**src/rtl/stack_pop_unit.sv**
```systemverilog
// Read-side stack sequencer for POP/RET/RTI. It reads 1-3 words upward from SP,
// reports SP after each word, and reassembles pop data, the return PC and the CCR.
module stack_pop_unit #(
    parameter int ADDR_W     = 12,
    parameter int DATA_W     = 16,
    parameter int STACK_BASE = 2048,
    parameter int RD_LAT     = 1
) (
    input  logic              clk,
    input  logic              rst,
    input  logic              start,
    input  logic [1:0]        pop_kind,
    input  logic [ADDR_W-1:0] sp_in,
    output logic              mem_rd,
    output logic [ADDR_W-1:0] mem_addr,
    input  logic [DATA_W-1:0] mem_rdata,
    output logic              sp_load,
    output logic [ADDR_W-1:0] sp_next,
    output logic              busy,
    output logic              done,
    output logic              err,
    output logic [DATA_W-1:0] pop_data,
    output logic [31:0]       pc_out,
    output logic [2:0]        ccr_out,
    output logic              ccr_load
);

    localparam logic [1:0] KIND_POP = 2'b00;
    localparam logic [1:0] KIND_RET = 2'b01;
    localparam logic [1:0] KIND_RTI = 2'b10;
    localparam logic [1:0] KIND_BAD = 2'b11;

    localparam int                WCNT_W    = (RD_LAT > 2) ? $clog2(RD_LAT) : 1;
    localparam logic [WCNT_W-1:0] WAIT_INIT = (WCNT_W)'((RD_LAT > 1) ? RD_LAT - 1 : 0);
    localparam logic [ADDR_W:0]   BASE_EXT  = (ADDR_W + 1)'(STACK_BASE);

    typedef enum logic [2:0] {
        S_IDLE,
        S_CHECK,
        S_RD,
        S_WAIT,
        S_CAP,
        S_DONE,
        S_ERR
    } state_t;

    state_t              state_q, state_d;
    logic [ADDR_W-1:0]   sp_q, sp_d;
    logic [1:0]          kind_q, kind_d;
    logic [1:0]          n_q, n_d;
    logic [1:0]          idx_q, idx_d;
    logic [WCNT_W-1:0]   wcnt_q, wcnt_d;

    // Words land here first so visible results only change on a completed pop.
    logic [DATA_W-1:0]   pop_sh_q, pop_sh_d;
    logic [15:0]         pc_hi_sh_q, pc_hi_sh_d;
    logic [15:0]         pc_lo_sh_q, pc_lo_sh_d;
    logic [2:0]          ccr_sh_q, ccr_sh_d;

    logic                mem_rd_q, mem_rd_d;
    logic [ADDR_W-1:0]   mem_addr_q, mem_addr_d;
    logic                sp_load_q, sp_load_d;
    logic [ADDR_W-1:0]   sp_next_q, sp_next_d;
    logic                busy_q, busy_d;
    logic                done_q, done_d;
    logic                err_q, err_d;
    logic [DATA_W-1:0]   pop_data_q, pop_data_d;
    logic [31:0]         pc_out_q, pc_out_d;
    logic [2:0]          ccr_out_q, ccr_out_d;
    logic                ccr_load_q, ccr_load_d;

    logic                enter_rd, enter_cap;
    logic [1:0]          n_chk;
    logic [ADDR_W:0]     sp_ext, avail;

    always_comb begin
        // NOTE: every signal assigned here gets a default first, so no path infers a latch.
        state_d    = state_q;
        sp_d       = sp_q;
        kind_d     = kind_q;
        n_d        = n_q;
        idx_d      = idx_q;
        wcnt_d     = wcnt_q;
        pop_sh_d   = pop_sh_q;
        pc_hi_sh_d = pc_hi_sh_q;
        pc_lo_sh_d = pc_lo_sh_q;
        ccr_sh_d   = ccr_sh_q;
        mem_rd_d   = 1'b0;
        mem_addr_d = '0;
        sp_load_d  = 1'b0;
        sp_next_d  = sp_next_q;
        done_d     = 1'b0;
        err_d      = 1'b0;
        ccr_load_d = 1'b0;
        pop_data_d = pop_data_q;
        pc_out_d   = pc_out_q;
        ccr_out_d  = ccr_out_q;
        enter_rd   = 1'b0;
        enter_cap  = 1'b0;

        case (kind_q)
            KIND_POP: n_chk = 2'd1;
            KIND_RET: n_chk = 2'd2;
            KIND_RTI: n_chk = 2'd3;
            default:  n_chk = 2'd0;
        endcase

        // An SP above the base means the stack is already past empty.
        sp_ext = {1'b0, sp_in};
        avail  = (sp_ext > BASE_EXT) ? '0 : (BASE_EXT - sp_ext);

        case (state_q)
            S_IDLE: begin
                if (start) begin
                    kind_d  = pop_kind;
                    state_d = S_CHECK;
                end
            end
            S_CHECK: begin
                sp_d  = sp_in;
                n_d   = n_chk;
                idx_d = 2'd0;
                if (kind_q == KIND_BAD || avail < {{(ADDR_W - 1){1'b0}}, n_chk}) begin
                    state_d = S_ERR;
                    err_d   = 1'b1;
                end else begin
                    enter_rd = 1'b1;
                end
            end
            S_RD: begin
                if (RD_LAT > 1) begin
                    state_d = S_WAIT;
                    wcnt_d  = WAIT_INIT;
                end else begin
                    enter_cap = 1'b1;
                end
            end
            S_WAIT: begin
                if (wcnt_q <= (WCNT_W)'(1)) begin
                    enter_cap = 1'b1;
                end else begin
                    wcnt_d = wcnt_q - (WCNT_W)'(1);
                end
            end
            S_CAP: begin
                // Pop order mirrors the push: CCR (RTI only), then PC high, then PC low.
                case (kind_q)
                    KIND_POP: pop_sh_d = mem_rdata;
                    KIND_RET: begin
                        if (idx_q == 2'd0) pc_hi_sh_d = mem_rdata[15:0];
                        else               pc_lo_sh_d = mem_rdata[15:0];
                    end
                    KIND_RTI: begin
                        if (idx_q == 2'd0)      ccr_sh_d   = mem_rdata[2:0];
                        else if (idx_q == 2'd1) pc_hi_sh_d = mem_rdata[15:0];
                        else                    pc_lo_sh_d = mem_rdata[15:0];
                    end
                    default: ;
                endcase
                if (idx_q == n_q - 2'd1) begin
                    state_d = S_DONE;
                    done_d  = 1'b1;
                    if (kind_q == KIND_POP) begin
                        pop_data_d = pop_sh_d;
                    end else begin
                        pc_out_d = {pc_hi_sh_d, pc_lo_sh_d};
                    end
                    if (kind_q == KIND_RTI) begin
                        ccr_out_d  = ccr_sh_d;
                        ccr_load_d = 1'b1;
                    end
                end else begin
                    idx_d    = idx_q + 2'd1;
                    enter_rd = 1'b1;
                end
            end
            S_DONE, S_ERR: state_d = S_IDLE;
            default:       state_d = S_IDLE;
        endcase

        if (enter_rd) begin
            state_d    = S_RD;
            mem_rd_d   = 1'b1;
            mem_addr_d = sp_d;
        end
        if (enter_cap) begin
            state_d   = S_CAP;
            sp_d      = sp_q + (ADDR_W)'(1);
            sp_load_d = 1'b1;
            sp_next_d = sp_q + (ADDR_W)'(1);
        end

        busy_d = (state_d != S_IDLE);
    end

    // NOTE: state is updated only with non-blocking assignments so every flop samples pre-edge values.
    always_ff @(posedge clk) begin
        if (rst) begin
            state_q    <= S_IDLE;
            sp_q       <= '0;
            kind_q     <= '0;
            n_q        <= '0;
            idx_q      <= '0;
            wcnt_q     <= '0;
            pop_sh_q   <= '0;
            pc_hi_sh_q <= '0;
            pc_lo_sh_q <= '0;
            ccr_sh_q   <= '0;
            mem_rd_q   <= 1'b0;
            mem_addr_q <= '0;
            sp_load_q  <= 1'b0;
            sp_next_q  <= '0;
            busy_q     <= 1'b0;
            done_q     <= 1'b0;
            err_q      <= 1'b0;
            pop_data_q <= '0;
            pc_out_q   <= '0;
            ccr_out_q  <= '0;
            ccr_load_q <= 1'b0;
        end else begin
            state_q    <= state_d;
            sp_q       <= sp_d;
            kind_q     <= kind_d;
            n_q        <= n_d;
            idx_q      <= idx_d;
            wcnt_q     <= wcnt_d;
            pop_sh_q   <= pop_sh_d;
            pc_hi_sh_q <= pc_hi_sh_d;
            pc_lo_sh_q <= pc_lo_sh_d;
            ccr_sh_q   <= ccr_sh_d;
            mem_rd_q   <= mem_rd_d;
            mem_addr_q <= mem_addr_d;
            sp_load_q  <= sp_load_d;
            sp_next_q  <= sp_next_d;
            busy_q     <= busy_d;
            done_q     <= done_d;
            err_q      <= err_d;
            pop_data_q <= pop_data_d;
            pc_out_q   <= pc_out_d;
            ccr_out_q  <= ccr_out_d;
            ccr_load_q <= ccr_load_d;
        end
    end

    assign mem_rd   = mem_rd_q;
    assign mem_addr = mem_addr_q;
    assign sp_load  = sp_load_q;
    assign sp_next  = sp_next_q;
    assign busy     = busy_q;
    assign done     = done_q;
    assign err      = err_q;
    assign pop_data = pop_data_q;
    assign pc_out   = pc_out_q;
    assign ccr_out  = ccr_out_q;
    assign ccr_load = ccr_load_q;

endmodule

```
**config.mk**
```make
export PLATFORM = sky130hd
export DESIGN_NAME = stack_pop_unit
export DESIGN_NICKNAME = d
export VERILOG_FILES = /design/src/rtl/stack_pop_unit.sv
export SDC_FILE = /design/constraint.sdc
export NUM_CORES = 1
export LEC_CHECK = 0
export BUFFER_PORTS_ARGS = -buffer_cell sky130_fd_sc_hd__buf_2
export CORE_MARGIN = 5
export CORE_UTILIZATION = 55
export DETAILED_ROUTE_END_ITERATION = 6
export HOLD_SLACK_MARGIN = 0.1
export PLACE_DENSITY = 0.91
export RECOVER_POWER = 50
export SYNTH_ARGS = -nofsm -noshare
export SYNTH_HDL_FRONTEND = slang
export SYNTH_SLANG_ARGS = --single-unit
```
**constraint.sdc**
```tcl
create_clock -name clk -period 2.7 [get_ports clk]
set_clock_uncertainty 0.05 [all_clocks]
set_input_delay 0.405 -clock clk [delete_from_list [all_inputs] [get_ports clk]]
set_output_delay 0.405 -clock clk [all_outputs]
set_load 0.05 [all_outputs]
```
==> results of run 1 <==
==> metal layers <==
| layer | routed length (µm) | share of wire |
|---|---|---|
| met3 | 1370 | 0.084 |
| met2 | 7884 | 0.48 |
| met5 | 0 | 0 |
| met1 | 6591 | 0.40 |
| met4 | 548 | 0.033 |
==> kinds of logic (layout without fill, tap and decap cells) <==
family                   Yosys count  after routing  share of synthesized area
AND/OR/NAND/NOR                  246            246                     0.1957
AO/OA/AOI/OAI                    187            187                     0.2236
buffers and inverters             66            173                    0.04575
flip-flops                       137            137                     0.4664
adder cells (fa/ha/maj)            9              9                    0.01915
multiplexers                      19             19                    0.03298
XOR/XNOR                          11             11                    0.01638
==> worst paths after layout <==
kind,startpoint,end,slack [ps],cells past startpoint
setup / recovery,kind_q[0],state_q[2],240,9
hold / removal,mem_rdata[12],pop_data[12],120,3
setup reg to reg,kind_q[0],state_q[2],240,9
hold reg to reg,sp_next[11],sp_next[11],400,2
==> flip-flops by register name (all words and copies together), names as in the netlist <==
signal,count
kind_q,2
pc_out,32
busy,1
done,1
mem_rd,1
state_q,3
ccr_out,3
mem_addr,12
pop_data,16
sp_q,12
sp_next,12
err,1
sp_load,1
ccr_load,1
idx_q,2
n_q,2
pc_lo_sh_q,16
pc_hi_sh_q,16
ccr_sh_q,3
==> timing repair <==
item,4_1_cts,5_1_grt
setup endpoints to repair,0,32
endpoints found under the hold margin,4,0
hold buffers,4,0
gates resized for setup,0,1
buffers inserted,0,0
==> power groups by stage <==
stage	sequential (mW)	combinational, mW	clock [mW]
after floorplan	2.33	0.455	0
after global placement	2.25	0.722	0
after detailed placement	2.25	0.752	0
after CTS	2.21	0.767	2.31
after global routing	2.23	0.833	2.41
final	2.22	0.766	2.30
==> worst min-delay path, stage by stage <==
cell     delay, ps
buf_2          130
nand3_1         70
a21oi_1         50
==> final cells by class <==
| type | count | area [µm²] | share of cell area |
|---|---|---|---|
| clock inverter | 11 | 150.1 | 0.02128 |
| clock buffer | 19 | 431.7 | 0.06118 |
| tap | 136 | 170.2 | 0.02412 |
| inverter | 9 | 33.78 | 0.004788 |
| multi-input combinational | 472 | 2878 | 0.4079 |
| timing repair buffer | 134 | 649.4 | 0.09204 |
| sequential | 137 | 2743 | 0.3887 |
==> layout by cell type, fill, tap and decap left out, types with 8 or more instances in the layout <==
cell	count
a211oi_1	75
ha_1	9
a21oi_1	34
o31ai_1	14
or3_1	12
nor2_1	111
nand3_1	20
mux2i_1	16
inv_1	9
clkbuf_16	16
a22oi_1	33
dfxtp_1	137
buf_2	31
nor3_1	10
buf_4	13
o21ai_0	8
nand2_1	49
clkbuf_1	84
==> per-stage QoR <==
stage / power (mW) / instance area (µm²) / setup slack [ps]
floorplan: 2.786 / 5881 / 272.2
global placement: 2.967 / 6553 / 63.51
detailed placement: 3.004 / 6553 / -34.74
CTS: 5.291 / 7174 / 152.2
global route: 5.467 / 7056 / 87.37
finish: 5.277 / 7056 / 241.9
==> metrics, run 1 <==
Initial Util 0.5671; number of port buffers 113; vias in the first global route 5290; WP buf/inv 2; I/O Pins 114; Top FF cell, synth dfxtp_1; crit path max fanout 4; vias per inst 6.185; ant diodes 0; Syn Inst Count 675; worst path required time 3110 ps; Synth top area share 0.4664; critical path's largest stage delay 400 ps; clk root buf clkbuf_8; H-tree depth 4; share of layout cells above drive strength 1 0.1138; Final period util 0.9104; Setup CP Type flip-flop to flip-flop; #FFs+latches synth 137; top cells by count, synth 137 x dfxtp_1, 111 x nor2_1, 75 x a211oi_1; final max-slew violation count 0; Yosys cell types 55; final HPWL from detailed placement 10.90 mm; Seq pwr share 0.420; DRT antenna net count 0; fin cells 918; CTS tree built; max-cap violations 0; area leader, netlist dfxtp_1; post-layout util 0.6804; final setup fails 0; crit-path leading delay family adder cells; TritonCTS buffer count 17; crit-path cells inv_1 -> ha_1 -> inv_1 -> ha_1 -> a31oi_1 -> nand2_1 -> or4_1 -> o22a_1 -> a31oi_1; Worst-Margin Slew 1083 ps; WP data arrival 2870 ps; most common cell in the netlist dfxtp_1; Core Box Area 10370 µm²; Skew-Pair Late Insertion Delay 540 ps; GRT met3 Usage 0.06472; DRC viols 0; met2 Resource Use GR 0.4123; synthesized cell area 5881 µm²; RSZ-0062 raised after global routing no; grt ovf 0; asr flop ratio synth 0; total die area 12860 µm²; Synth-to-Final Area Change 19.98%; # nets final 813; GRT Resource Usage Total 0.2528; PwrDens 747.9 nW/µm²; Die X 113.4 µm; drt first pass iters 7; routability cong. 0.9573; syn_nets 717; combinational share of power 0.145; switch share 0.2827; Post-synth EDFFs 0; sequential share of the synthesized area 0.4664; Period minus WS final 2458 ps; Worst path slowest cell or4_1; switching power of the nets 1.492 mW; clock buffer depth 2; Sum Neg Setup Slack 0 ps; initial antenna violation count 0; DRT iter0 DRCs 744; syn_area_per_cell 8.712 µm²; GR met1 Demand/Resource 0.3137; IR drop worst, VDD 0.0005667 V; DP Cell Count 884; grt peak-use layer met2; type of the worst min-delay path input port to flip-flop; hold_ws 117.8 ps; Slew Limit Headroom 0.2782; clk slew on worst S/H paths 60 ps; Core Rows 37; Final Hold Fails 0; Vias 5678; Clock Power Share 0.435; die outline height 113.4 µm; filler instances 837; synth top area cells dfxtp_1 47%, a211oi_1 9.6%, nor2_1 7.1%, a22oi_1 4.2%, nand2_1 3.1%; crit end category flip-flop; Leak 2.417 nW; largest net degree at the start of global routing 136; startpoint types flip-flop; YS warnings 0; Peak Freq 0.4068 GHz; first-pass GRT wire length 26.15 mm; Total Wirelength 16.40 mm; Internal 3.785 mW; clock sink total 137; Wirelength per Cell 17.86 µm; status finished, final reports clean
Note: power is estimated with default switching activity, not from simulation.
==> run 2, diff against run 1 <==
Settings changed: PLACE_DENSITY 0.91 to unset, PLACE_DENSITY_LB_ADDON set to 0.05.
==> metrics, run 2 (synthesized netlist as in run 1, its figures left out) <==
status finished, final reports clean (unchanged); final HPWL from detailed placement 10.88 mm (was 10.90 mm); r2r startpoint kind_q[0] (unchanged); Leak 2.417 nW (about the same); WHS Path Cells 3 (unchanged); fin cells 923 (was 918); DRT iter0 DRCs 467 (was 744); startpoint types flip-flop (unchanged); drt first pass iters 5 (was 7); Slew Limit Headroom 0.1901 (was 0.2782); total die area 12860 µm² (unchanged); endpoint with the worst hold slack pop_data[10] (was pop_data[12]); Skew-Pair Late Insertion Delay 530 ps (was 540 ps); final max-slew violation count 0 (unchanged); DP Area 6588 µm² (was 6553 µm²); largest net degree at the start of global routing 70 (was 136); Worst-Margin Slew 1215 ps (was 1083 ps); # nets final 820 (was 813); clock sink total 137 (unchanged); max reg flops 32 (unchanged); WP data arrival 2860 ps (was 2870 ps); H-tree depth 4 (unchanged); Peak Freq 0.4040 GHz (was 0.4068 GHz); type of the worst min-delay path input port to flip-flop (unchanged); initial antenna violation count 0 (unchanged); DRC viols 0 (unchanged); clk root buf clkbuf_8 (unchanged); DRT antenna net count 0 (unchanged); area of the multi-input gates 2887 µm² (was 2878 µm²); I/O Pins 114 (unchanged); r2r setup slk 220 ps (was 240 ps); most frequent cells in the layout 137 x dfxtp_1, 111 x nor2_1, 86 x clkbuf_1, 75 x a211oi_1, 49 x nand2_1 (was 137 x dfxtp_1, 111 x nor2_1, 84 x clkbuf_1, 75 x a211oi_1, 49 x nand2_1); number of port buffers 113 (unchanged); Resize count post-CTS 0 (unchanged); crit path max fanout 4 (unchanged); ant diodes 0 (unchanged); max-cap violations 0 (unchanged); vias in the first global route 4878 (was 5290); post-CTS setup buffer count 0 (unchanged); Period minus WS final 2475 ps (was 2458 ps); cells on worst reg2reg path 9 (unchanged); Final WS setup 224.7 ps (was 241.9 ps); Vias 5390 (was 5678); Final period util 0.9168 (was 0.9104); final setup fails 0 (unchanged); worst path required time 3090 ps (was 3110 ps); Final Hold Fails 0 (unchanged); crit end category flip-flop (unchanged); FF+latch area 2743 µm² (unchanged); Wirelength per Cell 17.29 µm (was 17.86 µm); first-pass GRT wire length 24.97 mm (was 26.15 mm); clock buffer depth 2 (unchanged); commonest non-fill, non-tap cell in the layout dfxtp_1 (unchanged); Setup CP Type flip-flop to flip-flop (unchanged); CTS tree built (unchanged); TritonCTS buffer count 17 (unchanged); Sum Neg Setup Slack 0 ps (unchanged); Core Rows 37 (unchanged); GRT Resource Usage Total 0.2428 (was 0.2528); pre-CTS setup slack 79.70 ps (was -34.74 ps); die outline height 113.4 µm (unchanged); IR drop worst, VDD 0.0004700 V (was 0.0005667 V); Total Wirelength 15.96 mm (was 16.40 mm); routability cong. 0.8758 (was 0.9573); Core Box Area 10370 µm² (unchanged); PwrDens 735.5 nW/µm² (was 747.9 nW/µm²); grt ovf 0 (unchanged); Initial Util 0.5671 (unchanged); fin area 7043 µm² (was 7056 µm²); Die X 113.4 µm (unchanged); DP Cell Count 892 (was 884); filler instances 905 (was 837); hold_sp mem_rdata[10] (was mem_rdata[12]); clk slew on worst S/H paths 60 ps (about the same); vias per inst 5.840 (was 6.185); Synth-to-Final Area Change 19.77% (was 19.98%); RSZ-0062 raised after global routing no (unchanged); Reg2Reg Capture Point state_q[2] (unchanged); share of layout cells above drive strength 1 0.1182 (was 0.1138)
run 2: power breakdown:
group	leakage (nW)	switching (mW)	internal, mW
sequential	1.11	0.0774	2.13
clock	0.264	0.829	1.37
combinational	1.04	0.536	0.244
total	2.42	1.44	3.74
run 2: area by class of cell:
cell class | instances | share of cell area
tap | 136 | 0.02416
sequential | 137 | 0.3894
timing repair buffer | 140 | 0.09291
clock buffer | 21 | 0.06520
multi-input combinational | 473 | 0.4098
inverter | 9 | 0.004797
clock inverter | 7 | 0.01368
run 2: worst max path at each step:
stage | start | end | slack, ps | cells past startpoint
final | kind_q[0] | state_q[2] | 220 | 9
after global routing | state_q[0] | pop_data[8] | 40 | 6
after CTS | idx_q[1] | pc_out[4] | 210 | 7
after detailed placement | sp_in[10] | state_q[2] | 80 | 10
after global placement | sp_in[10] | state_q[2] | 110 | 10
after floorplan | sp_in[9] | state_q[2] | 270 | 10
run 2: metrics by stage:
step / utilization / hold WS (ps) / power (mW)
final: 0.6792 / 120.7 / 5.180
after global placement: 0.6353 / 379.4 / 3.010
after global routing: 0.6792 / 110.0 / 5.398
after detailed placement: 0.6353 / 383.5 / 3.024
after CTS: 0.6908 / 103.9 / 5.209
after floorplan: - / 399.6 / 2.786
run 2: metal layers:
layer  part of all wire  vias to the layer above  global-route usage  wire, µm
met2               0.45                      161              0.3618      7137
met5                  0                        -                   0         0
met4              0.016                        0             0.08333       251
met1               0.48                     2557              0.3452      7590
met3              0.062                       24             0.05836       983
li1                   -                     2648                   -         -
run 2: worst max-delay path: stages, from the launching register on:
cell and delay, ps:
dfxtp_1 350, inv_1 80, ha_1 360, inv_1 120, ha_1 330, a31oi_1 190, nand2_1 90, or4_1 410
o22a_1 200, a31oi_1 200
run 2: timing repair:
action / CTS / global route
endpoints found under the hold margin: 2 / 0
endpoints found under the setup margin: 0 / 2
hold buffers: 2 / 0
